File: src/rtl/edge_detect_unit.sv
// Conditions an asynchronous level input: 2-FF synchronizer, debounce filter and edge detector,
// plus saturating per-polarity edge counters and sticky edge flags.
module edge_detect_unit #(
  parameter int unsigned DEBOUNCE = 4,
  parameter int unsigned CNT_W    = 8
) (
  input  logic             clk,
  input  logic             rst,
  input  logic             din,
  input  logic             clr,
  output logic             level,
  output logic             pos_edge,
  output logic             neg_edge,
  output logic             any_edge,
  output logic [CNT_W-1:0] pos_cnt,
  output logic [CNT_W-1:0] neg_cnt,
  output logic             pos_seen,
  output logic             neg_seen
);

  localparam int unsigned DbW = $clog2(DEBOUNCE + 1);
  localparam logic [DbW-1:0] DbLast = DbW'(DEBOUNCE - 1);
  localparam logic [CNT_W-1:0] CntMax = {CNT_W{1'b1}};

  logic           s1, s2;
  logic           db, db_d;
  logic           db_q;
  logic [DbW-1:0] db_cnt, db_cnt_d;
  logic [CNT_W-1:0] pos_cnt_d, neg_cnt_d;
  logic           pos_seen_d, neg_seen_d;

  always_ff @(posedge clk or posedge rst) begin
    if (rst) begin
      s1 <= 1'b0;
      s2 <= 1'b0;
    end else begin
      s1 <= din;
      s2 <= s1;
    end
  end

  // The level only follows s2 after it has disagreed for DEBOUNCE consecutive cycles.
  always_comb begin
    db_d     = db;
    db_cnt_d = db_cnt;
    if (s2 == db) begin
      db_cnt_d = '0;
    end else if (db_cnt == DbLast) begin
      db_d     = s2;
      db_cnt_d = '0;
    end else begin
      db_cnt_d = db_cnt + DbW'(1);
    end
  end

  always_ff @(posedge clk or posedge rst) begin
    if (rst) begin
      db     <= 1'b0;
      db_cnt <= '0;
      db_q   <= 1'b0;
    end else begin
      db     <= db_d;
      db_cnt <= db_cnt_d;
      db_q   <= db;
    end
  end

  assign level    = db;
  assign pos_edge = db & ~db_q;
  assign neg_edge = ~db & db_q;
  assign any_edge = pos_edge | neg_edge;

  // clr beats a same-cycle increment, but a same-cycle edge beats clr on the sticky flags.
  always_comb begin
    pos_cnt_d  = pos_cnt;
    neg_cnt_d  = neg_cnt;
    pos_seen_d = pos_seen;
    neg_seen_d = neg_seen;
    if (clr) begin
      pos_cnt_d = '0;
      neg_cnt_d = '0;
    end else begin
      if (pos_edge && (pos_cnt != CntMax)) pos_cnt_d = pos_cnt + CNT_W'(1);
      if (neg_edge && (neg_cnt != CntMax)) neg_cnt_d = neg_cnt + CNT_W'(1);
    end
    if (pos_edge) begin
      pos_seen_d = 1'b1;
    end else if (clr) begin
      pos_seen_d = 1'b0;
    end
    if (neg_edge) begin
      neg_seen_d = 1'b1;
    end else if (clr) begin
      neg_seen_d = 1'b0;
    end
  end

  always_ff @(posedge clk or posedge rst) begin
    if (rst) begin
      pos_cnt  <= '0;
      neg_cnt  <= '0;
      pos_seen <= 1'b0;
      neg_seen <= 1'b0;
    end else begin
      pos_cnt  <= pos_cnt_d;
      neg_cnt  <= neg_cnt_d;
      pos_seen <= pos_seen_d;
      neg_seen <= neg_seen_d;
    end
  end

endmodule

File: config.mk
export PLATFORM = sky130hd
export DESIGN_NAME = edge_detect_unit
export DESIGN_NICKNAME = d
export VERILOG_FILES = /design/src/rtl/edge_detect_unit.sv
export SDC_FILE = /design/constraint.sdc
export NUM_CORES = 1
export LEC_CHECK = 0
export ABC_AREA = 1
export CAP_MARGIN = 20
export CORE_ASPECT_RATIO = 0.9
export CORE_MARGIN = 3
export CORE_UTILIZATION = 35
export DETAILED_ROUTE_END_ITERATION = 8
export HOLD_SLACK_MARGIN = 0.15
export PLACE_DENSITY = 0.65
export SLEW_MARGIN = 0
export SYNTH_ARGS = -nofsm -noshare
export SYNTH_HDL_FRONTEND = slang
export SYNTH_SLANG_ARGS = --single-unit
File: constraint.sdc
create_clock -name clk -period 1.79 [get_ports clk]
set_clock_uncertainty 0.2 [all_clocks]
set_input_delay 0.179 -clock clk [delete_from_list [all_inputs] [get_ports clk]]
set_output_delay 0.179 -clock clk [all_outputs]
set_load 0.02 [all_outputs]
==> flow_summary.ini <==
[setup_path]
cp.arrival_ps = 1360
r2r_setup_slack_ps = 210
critPathSlowestCell = clkdlybuf4s50_1
r2r_cells = 6
reg2reg_from = pos_cnt[1]$_DFFE_PP0P_
worst-setup-path-type = flip-flop to output pin
crit_chain = clkdlybuf4s50_1
worstSetupStartpointType = flip-flop
worst-path-buf-inv = 1
cp_top_family = buffers and inverters
cpPeakStageDelay_ps = 640
end_kind = output pin
r2r_end = pos_cnt[0]$_DFFE_PP0P_
cp_max_fo = 4
cp.required_ps = 1410

[hold_path]
hold_start = s1$_DFF_PP0_
hold_end = s2$_DFF_PP0_
whs_path_depth = 0
hp-class = flip-flop to flip-flop

[synth]
yosys_warnings = 0
synthArstFlopShare_pct = 100
syn_inst = 162
ys.flop_type = dfrtp_1
netlist_top_cells_count = nand2_1 (41), dfrtp_1 (25), nand3_1 (19), inv_1 (16), nor2_1 (13)
post-synth-top-count-cell = nand2_1
synth.avg_cell_area_sq_um = 8.23
yosysTopAreaCellShare_pct = 46.9
ys_seq_area_share_pct = 46.9
yosysUniqueCellTypes = 27
post-synth-top-area-cell = dfrtp_1
synth_edf_count = 0
synth_nets = 171
mappedNetlistArea_sq_mm = 0.00133
synth_area_leaders = dfrtp_1 (47%), nand2_1 (12%), nand3_1 (7.1%), ha_1 (4.7%), inv_1 (4.5%)
ys_ff_latch = 25

[sta]
rsz0062_at_grt = false
fin_tns_setup_ps = 0
fmax_mhz = 575
fin_crit_ps = 1740
slew_headroom_pct = 78.8
tightest_slew_ps = 318
finalSetupViolations = 0
slew_violations = 0
period_share_pct = 97.2
setup_slack_ps = 50.3
finalHoldViolations = 0

[power_and_ir_drop]
power_density_mw_per_mm2 = 1030
power_leakage_nw = 0.880
vdd_drop_max_mv = 0.566

[status]
status = finished clean

[clocking]
cts_root_buf = clkbuf_8
cts.sinks = 25
cts_tree = built
cts.reportedPaths.clkPinSlew_ps = 90
insertion_delay_ps = 270
cts_buffer_depth = 2
cts_buffers = 3
htreeDepth = 1

[die]
die_w_microns = 71.0
rows = 20
fp.coreArea_sq_mm = 0.00350
io_pins = 26
initial_utilization_pct = 38.0
die-area_sq_mm = 0.00458
die_h_microns = 64.5

[detailed_routing]
ant_nets = 0
dr.first_iter.drc_count = 37
num_vias = 1150
wl_per_cell_microns = 11.3
wirelength_mm = 2.70
drc = 0
drtPass1Iterations = 4
vias_per_cell = 4.81

[place]
dp_slack_ps = 73.5
dp_cells = 233
placement.io_buffers = 25
dpl.hpwl_mm = 1.98
finalWeightedCongestion = 0.859

[layout]
nNetsFinal = 205
multiInputGateArea_sq_um = 611
seqCellArea_sq_um = 626
layout.cells.non_filler = 239
n_fill_cell = 335
n_antenna_cell = 0
drive_gt1_share_pct = 13.3
syn2layout_area_growth_pct = 29.3

[global_routing]
grt_util_all_layers_pct = 13.0
grt_pass1_wl_mm = 4.79
grt_antenna_before_repair = 0
grt_overflow = 0
grt_pass1_vias = 1121
grt_max_degree = 26

[job]
maxCapViolCount = 0
## cell families (layout without fill, tap and decap cells)
kind of cell	count (synthesis)	after routing	share of synthesized area (%)
adder cells (fa/ha/maj)	5	5	4.69
buffers and inverters	23	56	7.23
AO/OA/AOI/OAI	13	13	5.45
flip-flops	25	25	46.9
XOR/XNOR	4	4	2.63
AND/OR/NAND/NOR	92	92	33.1
## where the power goes
part	internal (mW)	total [mW]	switching, mW
Sequential	0.657	0.731	0.0743
Clock	0.160	0.343	0.183
Combinational	0.289	0.702	0.413
Total	1.11	1.78	0.670
## flip-flops by register name (all words and copies together) (netlist names)
signal	count
neg_cnt	8
pos_cnt	8
db_cnt	3
db_q	1
level	1
neg_seen	1
pos_seen	1
s1	1
s2	1
## metrics by stage
| step | power [mW] | cell area, sq um | hold WS, ps | utilization (%) |
|---|---|---|---|---|
| after floorplan | 1.17 | 1330 | 6.32 | - |
| after global placement | 1.47 | 1660 | 133 | 47.3 |
| after detailed placement | 1.49 | 1660 | 136 | 47.3 |
| after CTS | 1.81 | 1720 | 157 | 49.1 |
| after global routing | 1.91 | 1720 | 162 | 49.2 |
| final | 1.78 | 1720 | 154 | 49.2 |
## per-layer routing
| layer | GRT usage [%] | share of wire, % | vias to the layer above |
|---|---|---|---|
| met2 | 21.9 | 46 | 22 |
| met4 | 2.82 | 1.0 | 0 |
| met1 | 16.7 | 49 | 541 |
| met5 | 0 | 0 | - |
| li1 | - | - | 582 |
| met3 | 3.72 | 4.0 | 5 |
## how the worst max path moves through the flow
stage | start | cells past startpoint | slack, ps | to
floorplan | level$_DFFE_PP0P_ | 5 | 180 | pos_cnt[0]$_DFFE_PP0P_
global placement | level$_DFFE_PP0P_ | 4 | 90 | any_edge
detailed placement | level$_DFFE_PP0P_ | 4 | 70 | any_edge
CTS | level$_DFFE_PP0P_ | 2 | 20 | level
global route | neg_cnt[4]$_DFFE_PP0P_ | 1 | 10 | neg_cnt[4]
finish | neg_cnt[4]$_DFFE_PP0P_ | 1 | 50 | neg_cnt[4]
## layout make-up
type	count	share of cell area, %
Timing Repair Buffer	31	17.4
Tap cell	44	3.20
Sequential cell	25	36.3
Multi-Input combinational cell	114	35.4
Inverter	21	5.01
Clock buffer	4	2.61
## layout by cell type (no fill, tap or decap), drive strengths merged
| cell type | n |
|---|---|
| dlymetal6s2s | 3 |
| nand2 | 49 |
| inv | 19 |
| dlygate4sd3 | 2 |
| nand4 | 1 |
| clkdlybuf4s50 | 19 |
| dlygate4sd2 | 2 |
| a21o | 1 |
| nor2 | 17 |
| clkinv | 2 |
| xor2 | 3 |
| nand3 | 20 |
| a31oi | 1 |
| or2 | 1 |
| o21ai | 7 |
| a21oi | 4 |
| buf | 4 |
| xnor2 | 1 |
| nor3 | 4 |
| clkbuf | 5 |
| ha | 5 |
| dfrtp | 25 |
## timing repair
item	in CTS	in global routing
buffers inserted	0	0
setup endpoints to repair	3	4
gates resized for setup	3	5
endpoints found under the hold margin	26	0
hold buffers	2	0
Power figures use the tool's default switching activity.
